**src/rtl/plic_pkg.sv**
```systemverilog
// Shared PLIC definitions: source count, ID and edge-counter widths, and the
// per-source gateway state encoding used by both the gateway and the core.
package plic_pkg;

  localparam int N_INT_SRC  = 32;
  localparam int W_ID       = 5;
  localparam int W_EDGE_CNT = 3;

  typedef enum logic [1:0] {
    GW_IDLE    = 2'd0,
    GW_PENDING = 2'd1,
    GW_CLAIMED = 2'd2
  } gw_state_e;

endpackage

```
**src/rtl/plic_gateway_src.sv**
```systemverilog
// One interrupt source: synchronizer, edge detect, IDLE/PENDING/CLAIMED FSM,
// queued-edge counter and sticky overflow flag.
module plic_gateway_src
  import plic_pkg::*;
#(
  parameter int SRC_ID     = 1,
  parameter int W_ID       = plic_pkg::W_ID,
  parameter int W_EDGE_CNT = plic_pkg::W_EDGE_CNT
) (
  input  logic            clk,
  input  logic            rst,
  input  logic            irq,
  input  logic            edge_mode,
  input  logic            claim_valid,
  input  logic [W_ID-1:0] claim_id,
  input  logic            complete_valid,
  input  logic [W_ID-1:0] complete_id,
  input  logic            ovf_clr,
  output logic            pending,
  output logic            claimed,
  output logic            ovf,
  output gw_state_e       state
);

  localparam logic [W_EDGE_CNT-1:0] CNT_MAX = '1;
  localparam logic [W_EDGE_CNT-1:0] CNT_ONE = W_EDGE_CNT'(1);

  logic                  sync1_q, s2_q, s3_q;
  gw_state_e             state_q, state_d;
  logic [W_EDGE_CNT-1:0] cnt_q, cnt_d;
  logic                  ovf_q, ovf_d;
  logic                  pending_q, pending_d;
  logic                  claimed_q, claimed_d;
  logic                  edge_evt, claim_hit, complete_hit, requeue, ovf_hit;

  assign edge_evt     = s2_q & ~s3_q;
  assign claim_hit    = claim_valid && (claim_id == W_ID'(SRC_ID));
  assign complete_hit = complete_valid && (complete_id == W_ID'(SRC_ID));

  always_comb begin
    state_d = state_q;
    cnt_d   = cnt_q;
    ovf_d   = ovf_q;
    requeue = 1'b0;
    ovf_hit = 1'b0;
    case (state_q)
      GW_IDLE:    if (edge_mode ? edge_evt : s2_q) state_d = GW_PENDING;
      GW_PENDING: if (claim_hit) state_d = GW_CLAIMED;
      GW_CLAIMED: begin
        if (complete_hit) begin
          if (edge_mode && (cnt_q != '0)) begin
            // A fresh edge this cycle replaces the one being consumed.
            state_d = GW_PENDING;
            requeue = 1'b1;
            cnt_d   = edge_evt ? cnt_q : cnt_q - CNT_ONE;
          end else if (!edge_mode && s2_q) begin
            state_d = GW_PENDING;
          end else begin
            state_d = GW_IDLE;
          end
        end
      end
      default: state_d = GW_IDLE;
    endcase

    if (edge_mode && edge_evt && (state_q != GW_IDLE) && !requeue) begin
      if (cnt_q == CNT_MAX) ovf_hit = 1'b1;
      else                  cnt_d   = cnt_q + CNT_ONE;
    end
    if (!edge_mode) cnt_d = '0;

    // A new overflow beats a simultaneous clear.
    if (ovf_hit)      ovf_d = 1'b1;
    else if (ovf_clr) ovf_d = 1'b0;

    pending_d = (state_d == GW_PENDING);
    claimed_d = (state_d == GW_CLAIMED);
  end

  always_ff @(posedge clk) begin
    if (rst) begin
      sync1_q   <= 1'b0;
      s2_q      <= 1'b0;
      s3_q      <= 1'b0;
      state_q   <= GW_IDLE;
      cnt_q     <= '0;
      ovf_q     <= 1'b0;
      pending_q <= 1'b0;
      claimed_q <= 1'b0;
    end else begin
      sync1_q   <= irq;
      s2_q      <= sync1_q;
      s3_q      <= s2_q;
      state_q   <= state_d;
      cnt_q     <= cnt_d;
      ovf_q     <= ovf_d;
      pending_q <= pending_d;
      claimed_q <= claimed_d;
    end
  end

  assign pending = pending_q;
  assign claimed = claimed_q;
  assign ovf     = ovf_q;
  assign state   = state_q;

endmodule

```
**src/rtl/plic_gateway.sv**
```systemverilog
// PLIC interrupt gateway: one plic_gateway_src per source 1..N_INT_SRC-1;
// source 0 is reserved and its outputs are tied low.
module plic_gateway #(
  parameter int N_INT_SRC  = plic_pkg::N_INT_SRC,
  parameter int W_ID       = plic_pkg::W_ID,
  parameter int W_EDGE_CNT = plic_pkg::W_EDGE_CNT
) (
  input  logic                   CLK,
  input  logic                   RST,
  input  logic [N_INT_SRC-1:0]   w_irq_src,
  input  logic [N_INT_SRC-1:0]   w_edge_mode,
  input  logic                   w_claim_valid,
  input  logic [W_ID-1:0]        w_claim_id,
  input  logic                   w_complete_valid,
  input  logic [W_ID-1:0]        w_complete_id,
  input  logic                   w_ovf_clr,
  output logic [N_INT_SRC-1:0]   w_pending,
  output logic [N_INT_SRC-1:0]   w_claimed,
  output logic [N_INT_SRC-1:0]   w_ovf,
  output logic [2*N_INT_SRC-1:0] w_dbg_state
);

  logic unused_src0;
  assign unused_src0 = w_irq_src[0] ^ w_edge_mode[0];

  assign w_pending[0]     = 1'b0;
  assign w_claimed[0]     = 1'b0;
  assign w_ovf[0]         = 1'b0;
  assign w_dbg_state[1:0] = 2'b00;

  for (genvar i = 1; i < N_INT_SRC; i++) begin : g_src
    plic_gateway_src #(
      .SRC_ID    (i),
      .W_ID      (W_ID),
      .W_EDGE_CNT(W_EDGE_CNT)
    ) u_src (
      .clk           (CLK),
      .rst           (RST),
      .irq           (w_irq_src[i]),
      .edge_mode     (w_edge_mode[i]),
      .claim_valid   (w_claim_valid),
      .claim_id      (w_claim_id),
      .complete_valid(w_complete_valid),
      .complete_id   (w_complete_id),
      .ovf_clr       (w_ovf_clr),
      .pending       (w_pending[i]),
      .claimed       (w_claimed[i]),
      .ovf           (w_ovf[i]),
      .state         (w_dbg_state[2*i +: 2])
    );
  end

endmodule

```
**config.mk**
```make
export PLATFORM = sky130hd
export DESIGN_NAME = plic_gateway
export DESIGN_NICKNAME = d
export VERILOG_FILES = /design/src/rtl/plic_pkg.sv /design/src/rtl/plic_gateway_src.sv /design/src/rtl/plic_gateway.sv
export SDC_FILE = /design/constraint.sdc
export NUM_CORES = 1
export LEC_CHECK = 0
export ABC_AREA = 1
export BUFFER_PORTS_ARGS = -buffer_cell sky130_fd_sc_hd__buf_2
export CAP_MARGIN = 20
export CORE_MARGIN = 4
export CORE_UTILIZATION = 55
export CTS_BUF_LIST = sky130_fd_sc_hd__clkbuf_8
export CTS_CLUSTER_DIAMETER = 120
export DETAILED_ROUTE_END_ITERATION = 7
export GPL_TIMING_DRIVEN = 1
export PLACE_DENSITY_LB_ADDON = 0.2
export SLEW_MARGIN = 20
export SYNTH_ARGS = -nofsm -noshare
export SYNTH_HDL_FRONTEND = slang
export SYNTH_SLANG_ARGS = --single-unit
```
**constraint.sdc**
```tcl
create_clock -name CLK -period 1.9 [get_ports CLK]
set_input_delay 0.38 -clock CLK [delete_from_list [all_inputs] [get_ports CLK]]
set_output_delay 0.38 -clock CLK [all_outputs]
set_load 0.005 [all_outputs]
```
==> results.ini, run 1 <==
[synthesis]
yosysWarnings=0
synth_compound_area_share_pct=8.12
yosysSeqAreaShare_pct=37.4
yosysUniqueCellTypes=34
synthXorXnorAreaFrac_pct=0
muxShareOfSynthArea_pct=0
yosys.area.top_type=dfxtp_1
synth_area_leaders=dfxtp_1, inv_1, nand2_1
synth_edf_count=0
synthCells=2639
avgSynthCellArea_sq_um=6.92
syn_area_sq_um=18300
synth_top_cell_area_share_pct=37.4
yosys_register_bits=341
synthMostInstantiatedCell=inv_1
yosys-top-cells-count=inv_1, nand2_1, nor2_1, dfxtp_1, nand3_1
synth_top_family_by_area=simple AND/OR/NAND/NOR gates
synth-simple-area-share_pct=30.4
synth-async-reset-ratio_pct=0
synthAdderAreaFrac_pct=8.49
synth_ff_type=dfxtp_1

[placed_design]
gp_congestion=0.881
placedCellCount=3233
portBuffers=231
dp_hpwl_mm=35.1
place_ws_ns=-0.232

[timing]
hold_slack_ns=0.0836
finalHoldViolations=0
setup_slack_ns=0.238
slew_viol_final=0
min_period_over_period_pct=87.5
fin_worst_skew_ns=0.0244
fmax_ghz=0.602
setup_viol=0
grt_setup_unrepaired=false
min_period_ns=1.66

[clock_network]
clk_pin_slew_ns=0.07
cts_tree=yes
root_buffer=clkbuf_8
cts.sinks=341
clkLatencyLatePin_ns=0.63
cts_setup_buffers=0
numCtsBuffers=57
cts_max_level=2
clockBufferDepth=3

[min_path]
hp-start=w_edge_mode[2]
min_path_type=in -> reg

[die]
initial_utilization_pct=56.0
die_area_sq_um=36200
die_h_microns=190
coreArea_sq_um=32600
io_pins=239
die_w_microns=190
rows=66

[routing]
wl_per_cell_microns=13.7
drc=0
totalWireLength_mm=46.3
dr.pass1.iters=6
drtIter0Drc=920
vias_per_cell=4.98
vias=16810
ant_nets=0

[grt]
antenna_found_initial=5
grt_pass1_wl_mm=75.7
grt-ovfl-total=0
grt_usage_pct=25.4
grt_max_degree=38
grt_pass1_vias=15860

[cells_and_area]
drive_above_1_share_pct=16.6
fin_cells=3373
final.fill_count=2931
nNetsFinal=3084
final_util_pct=64.9
syn2layout_area_growth_pct=15.9

[setup_path]
arrival_ns=2.17
worstReg2RegStart=g_src[9].u_src.s2_q$_SDFF_PP0_
critPathLaunchType=flip-flop
path_max_fanout=5
crit_required_ns=2.41
cp-end-kind=flip-flop
crit_start=g_src[9].u_src.s2_q$_SDFF_PP0_
path_class=reg -> reg

[pwr]
p_per_area_nw_per_um2=733
power_mw=15.5
irDropWorstVdd_v=0.000597
leakagePower_nw=10.7

[outcome]
status=complete, no violations

[job]
maxCapViolations=0

-- area by class of cell --
| type | count | area [sq um] | area share (%) |
|---|---|---|---|
| flip-flops and latches | 341 | 6830 | 32.2 |
| inverters | 517 | 1940 | 9.16 |
| clock buffers | 77 | 1060 | 5.00 |
| well taps | 442 | 553 | 2.61 |
| clock inverters | 27 | 179 | 0.845 |
| repair buffers | 318 | 1980 | 9.35 |
| multi-input cells | 1646 | 8630 | 40.7 |
| diodes | 5 | 12.5 | 0.0591 |
-- metal layers --
metal	up-vias	part of all wire (%)	global-route usage (%)
li1	8683	-	-
met1	7529	44	32.5
met2	484	45	42.3
met3	108	7.6	6.33
met4	6	3.2	8.31
met5	-	0.060	0
-- flip-flops by register name, indices dropped and copies added, names as in the netlist --
| register | cells |
|---|---|
| g_src.u_src.cnt_q | 93 |
| g_src.u_src.state | 62 |
| g_src.u_src.claimed | 31 |
| g_src.u_src.ovf | 31 |
| g_src.u_src.pending | 31 |
| g_src.u_src.s2_q | 31 |
| g_src.u_src.s3_q | 31 |
| g_src.u_src.sync1_q | 31 |
-- cell usage in the layout, fill, tap and decap left out, drive strengths merged, types with 77 or more instances in the layout --
cell type / instances
a21oi: 170
ha: 124
dfxtp: 341
buf: 287
clkbuf: 77
nand3: 238
nor2: 410
inv: 524
nand2: 437
nand4: 77
-- per-stage QoR --
step | instance area [sq um] | setup TNS (ns)
after floorplan | 18300 | 0
after global routing | 21200 | 0
final | 21200 | 0
after detailed placement | 19600 | -1.24
after CTS | 21200 | 0
after global placement | 19600 | -0.620
-- worst max-delay path: stages, from the launching register on --
cell	delay [ns]
dfxtp_1	0.35
inv_1	0.06
or2_2	0.32
nor3_1	0.30
nand3_1	0.25
o21ai_0	0.22
nor2_1	0.06
-- report_power, final --
| group | switching (mW) | internal [mW] | leakage, nW |
|---|---|---|---|
| Combinational | 0.756 | 0.460 | 7.20 |
| Sequential | 0.0954 | 7.33 | 2.77 |
| Clock | 3.01 | 3.88 | 0.685 |
-- repair_timing --
item / CTS / global route
hold endpoints to repair: 31 / 0
resized for setup: 0 / 2
setup endpoints to repair: 0 / 1
hold buffers: 31 / 0
-- path summary, 6_finish.rpt --
| kind | slack (ns) | cells after the start | end |
|---|---|---|---|
| worst max-delay path | 0.24 | 6 | g_src[9].u_src.cnt_q[1]$_SDFF_PP0_ |
| worst min-delay path | 0.08 | 4 | g_src[2].u_src.state[0]$_SDFF_PP0_ |
| worst max register to register | 0.24 | 6 | g_src[9].u_src.cnt_q[1]$_SDFF_PP0_ |
| worst min register to register | 0.40 | 2 | g_src[17].u_src.s2_q$_SDFF_PP0_ |
-- logic make-up after synthesis --
kind of cell	Yosys count
other cells	1
flops	341
fa+ha+maj	124
simple gates	1237
buf+inv	656
compound gates	280
(Power assumes the default switching activity.)
==> run 2, diff against run 1 <==
- CORE_UTILIZATION: 55 -> 51
==> run 2 against run 1 <==
Against the previous run: cell count grew 0.50%; critical path depth increased by 4; register-to-register slack about the same; via count rose by 0.18%; die area rose by 7.5%; count of clock-buffer cells in the layout is 4 lower; combinational power hardly changed; total power shrank 3.2%; design area down 0.33%; routed wire length up 2.7%; critical endpoint is now g_src[21].u_src.cnt_q[0]$_SDFF_PP0_; largest cell class unchanged.
==> results.ini, run 2 (synthesis gave the netlist of run 1 again) <==
[timing]
setup_slack_ns=0.236
fin_worst_skew_ns=0.0241
hold_slack_ns=0.107
finalHoldViolations=0
min_period_ns=1.66
slew_viol_final=0
fmax_ghz=0.601
min_period_over_period_pct=87.6
setup_viol=0
grt_setup_unrepaired=false
setup_tns_ns=0

[cells_and_area]
final.fill_count=3344
syn2layout_area_growth_pct=15.6
final_cell_mix=inv_1, nand2_1, nor2_1
final_util_pct=59.5
final_common_cell=inv_1
nNetsFinal=3084
drive_above_1_share_pct=16.3
multi_input_area_sq_um=8630
ff_latch_area_sq_um=6830
largest_reg_flops=93
regMostFlops=g_src.u_src.cnt_q

[grt]
grt_pass1_wl_mm=76.6
grt_pass1_vias=15982
grt_max_degree=44
grt-ovfl-total=0
antenna_found_initial=8
grt_usage_pct=23.9

[die]
rows=69
io_pins=239
initial_utilization_pct=51.5
die_area_sq_um=38900
die_w_microns=197
die_h_microns=197
coreArea_sq_um=35500

[placed_design]
place_ws_ns=-0.0448
gp_congestion=0.888
dp_hpwl_mm=36.2
portBuffers=231

[routing]
wl_per_cell_microns=14.0
drtIter0Drc=920
vias_per_cell=4.97
totalWireLength_mm=47.5
drc=0
dr.pass1.iters=6
vias=16841
ant_nets=0

[clock_network]
postCtsResizedCells=0
cts_max_level=2
numCtsBuffers=58
cts_tree=yes
clk_pin_slew_ns=0.06
root_buffer=clkbuf_8
cts.sinks=341
clkLatencyLatePin_ns=0.63
clockBufferDepth=3

[setup_path]
worstReg2RegStart=g_src[21].u_src.cnt_q[0]$_SDFF_PP0_
cp-end-kind=flip-flop
crit_start=g_src[21].u_src.cnt_q[0]$_SDFF_PP0_
critPathLaunchType=flip-flop
path_class=reg -> reg
path_max_fanout=5
arrival_ns=2.17
crit_required_ns=2.40

[min_path]
min_path_type=in -> reg
hp-start=RST

[pwr]
p_per_area_nw_per_um2=712
irDropWorstVdd_v=0.000644
leakagePower_nw=10.6

[outcome]
status=complete, no violations

[job]
maxCapViolations=0

## run 2: worst max-delay path, stage by stage (launching register included)
cell	delay, ns
dfxtp_1	0.33
inv_1	0.09
ha_1	0.22
a21oi_1	0.20
nand2_1	0.12
nor2_4	0.16
inv_2	0.05
nand3_1	0.15
nand3_1	0.10
nand2_1	0.08
nor2_1	0.04
## run 2: final cells by class
| cell class | count | share of cell area [%] |
|---|---|---|
| flip-flops and latches | 341 | 32.3 |
| well taps | 461 | 2.73 |
| repair buffers | 317 | 9.42 |
| diodes | 8 | 0.0948 |
| clock buffers | 73 | 4.76 |
| clock inverters | 27 | 0.587 |
| multi-input cells | 1646 | 40.9 |
| inverters | 517 | 9.19 |
## run 2: repair_timing
item                      in CTS  in global routing
hold endpoints to repair      31                  0
buffers inserted               0                  0
hold buffers                  31                  0
## run 2: final timing paths
check                           slack (ns)  cells past startpoint                                  end
worst max-delay path                  0.24                     10  g_src[21].u_src.cnt_q[0]$_SDFF_PP0_
worst min-delay path                  0.11                      2     g_src[11].u_src.ovf$_SDFFE_PP0P_
worst max register to register        0.24                     10  g_src[21].u_src.cnt_q[0]$_SDFF_PP0_
worst min register to register        0.39                      2      g_src[11].u_src.s2_q$_SDFF_PP0_
## run 2: metal layers
layer	track usage, %	share of wire [%]
met4	9.01	3.2
met3	5.17	6.6
met2	40.1	46
met1	30.1	44
met5	0	0.086
## run 2: where the power goes
| part | switching, mW | internal [mW] | leakage [nW] | total, mW |
|---|---|---|---|---|
| clock network | 2.96 | 3.43 | 0.641 | 6.39 |
| logic | 0.760 | 0.458 | 7.20 | 1.22 |
| registers | 0.0946 | 7.33 | 2.77 | 7.43 |
## run 2: through the flow
step / instance area (sq um) / power, mW / cells
3_5_place_dp: 19700 / 8.75 / 3251
4_1_cts: 21100 / 15.3 / 3382
3_3_place_gp: 19700 / 8.72 / 3251
5_1_grt: 21100 / 15.7 / 3386
2_1_floorplan: 18300 / 8.28 / 2643
6_report: 21100 / 15.0 / 3390
==> run 3, diff against run 2 <==
- CELL_PAD_IN_SITES_DETAIL_PLACEMENT: not set -> 1
- CELL_PAD_IN_SITES_GLOBAL_PLACEMENT: not set -> 2
- CORE_UTILIZATION: 51 -> 34
==> run 3 against run 2 <==
Against the previous run: hold slack better by 0.0056 ns; combinational power rose by 4%; routed wire length grew 21%; die area increased by 48%; utilization down 18 points; setup slack lost 0.052 ns; first-iteration DRC count shrank 44%; register-to-register slack worse by 0.05 ns; global-route usage shrank 3.9 points; critical path depth stayed put; largest cell class unchanged; highest routed layer unchanged.
==> results.ini, run 3 (synthesis gave the netlist of run 1 again) <==
[routing]
vias=17147
dr.pass1.iters=4
ant_nets=0
vias_per_cell=4.71
totalWireLength_mm=57.6
drc=0
wl_per_cell_microns=15.8
drtIter0Drc=511

[cells_and_area]
fin_cells=3640
syn2layout_area_growth_pct=19.1
nNetsFinal=3106
drive_above_1_share_pct=17.0
final.fill_count=6734
ff_latch_area_sq_um=6830
largest_reg_flops=93
regMostFlops=g_src.u_src.cnt_q
multi_input_area_sq_um=8630
final_cell_mix=inv_1, nand2_1, nor2_1
final_common_cell=inv_1

[timing]
min_period_ns=1.72
setup_tns_ns=0
fin_worst_skew_ns=0.0225
hold_slack_ns=0.113
min_period_over_period_pct=90.3
grt_setup_unrepaired=false
finalHoldViolations=0
setup_viol=0
fmax_ghz=0.583
slew_viol_final=0

[placed_design]
dp_hpwl_mm=44.5
portBuffers=231
placedCellCount=3490
gp_congestion=0.811

[setup_path]
path_max_fanout=5
r2r_slack_ns=0.18
slowest_delay_ns=0.33
reg2reg_depth=10
slowest_stage=dfxtp_1
worstReg2RegStart=g_src[1].u_src.cnt_q[0]$_SDFF_PP0_
critPathLaunchType=flip-flop
cp-end-kind=flip-flop
arrival_ns=2.23
crit_buf_inv=2
timing.rr.end=g_src[1].u_src.cnt_q[0]$_SDFF_PP0_
cp_top_family=simple AND/OR/NAND/NOR gates
crit_chain=inv_1 -> ha_1 -> a21oi_1 -> nand2_1 -> nor2_2 -> inv_1 -> nand3_1 -> nand3_1 -> nand2_1 -> nor2_1
path_class=reg -> reg
crit_required_ns=2.41

[die]
io_pins=239
rows=84
initial_utilization_pct=34.6
coreArea_sq_um=52900
die_w_microns=240
die_area_sq_um=57500
die_h_microns=240

[pwr]
irDropWorstVdd_v=0.000554
power_mw=16.6
seq_power_share_pct=44.9
switchingPower_mw=4.22
p_clk_share_pct=47.4
p_per_area_nw_per_um2=761
power_frac_comb_pct=7.7
leakagePower_nw=10.8
switching_share_pct=25.5
p_int_mw=12.3

[min_path]
hp-start=RST
min_path_type=in -> reg
min_path_cells=2
min_to=g_src[7].u_src.ovf$_SDFFE_PP0P_

[grt]
grt_max_degree=48
grt-ovfl-total=0
grt_pass1_wl_mm=92.5
antenna_found_initial=8
grt_pass1_vias=18106
grt_usage_pct=20.0

[clock_network]
cts_tree=yes
postCtsResizedCells=0
clockBufferDepth=3
cts_max_level=3
clk_pin_slew_ns=0.06
numCtsBuffers=68
cts.sinks=341
root_buffer=clkbuf_8
clkLatencyLatePin_ns=0.63

[job]
maxCapViolations=0

[outcome]
status=complete, no violations

[run 3: changes by cell type in the layout (fill, tap and decap cells not counted), sizes merged]
cell | before | now
diode | 8 | 5
clkbuf | 74 | 93
inv | 528 | 530
buf | 285 | 297
bufinv | 0 | 2
clkinv | 14 | 5
[run 3: cell type report]
class,count,area share (%)
Antenna cell,5,0.0575
Clock inverter,22,0.673
Multi-Input combinational cell,1646,39.7
Timing Repair Buffer,329,9.55
Inverter,517,8.92
Tap cell,688,3.96
Sequential cell,341,31.4
Clock buffer,92,5.82
[run 3: how the worst max path moves through the flow]
stage	startpoint	endpoint	depth (start not counted)
3_3_place_gp	w_complete_id[1]	g_src[9].u_src.cnt_q[1]$_SDFF_PP0_	11
6_report	g_src[1].u_src.cnt_q[0]$_SDFF_PP0_	g_src[1].u_src.cnt_q[0]$_SDFF_PP0_	10
4_1_cts	g_src[1].u_src.cnt_q[0]$_SDFF_PP0_	g_src[1].u_src.cnt_q[1]$_SDFF_PP0_	10
5_1_grt	g_src[1].u_src.cnt_q[1]$_SDFF_PP0_	g_src[1].u_src.cnt_q[0]$_SDFF_PP0_	10
2_1_floorplan	w_complete_id[0]	g_src[16].u_src.cnt_q[1]$_SDFF_PP0_	8
3_5_place_dp	w_complete_id[1]	g_src[9].u_src.cnt_q[1]$_SDFF_PP0_	11
[run 3: routing by layer]
layer	GRT usage, %	vias up	part of all wire, %
met5	0	-	0.071
met4	6.21	8	2.8
met3	4.87	108	5.0
met2	34.0	248	47
met1	25.0	8065	46
li1	-	8718	-
[run 3: timing repair]
item	in CTS	in global routing
endpoints found under the hold margin	31	0
setup buffers	0	0
hold buffers	31	0
[run 3: per-stage QoR]
step	util, %	area (sq um)	setup WS, ns
2_1_floorplan	-	18300	0.382
3_3_place_gp	37.9	20000	-0.110
3_5_place_dp	37.9	20000	-0.168
4_1_cts	41.1	21700	0.190
5_1_grt	41.1	21800	0.0227
6_report	41.2	21800	0.184
[run 3: power by group through the flow]
stage	Sequential (mW)	Clock (mW)	Combinational [mW]
global route	7.45	8.50	1.44
global placement	7.59	0	1.22
finish	7.44	7.85	1.27
CTS	7.44	8.21	1.30
detailed placement	7.59	0	1.25
floorplan	7.56	0	0.719
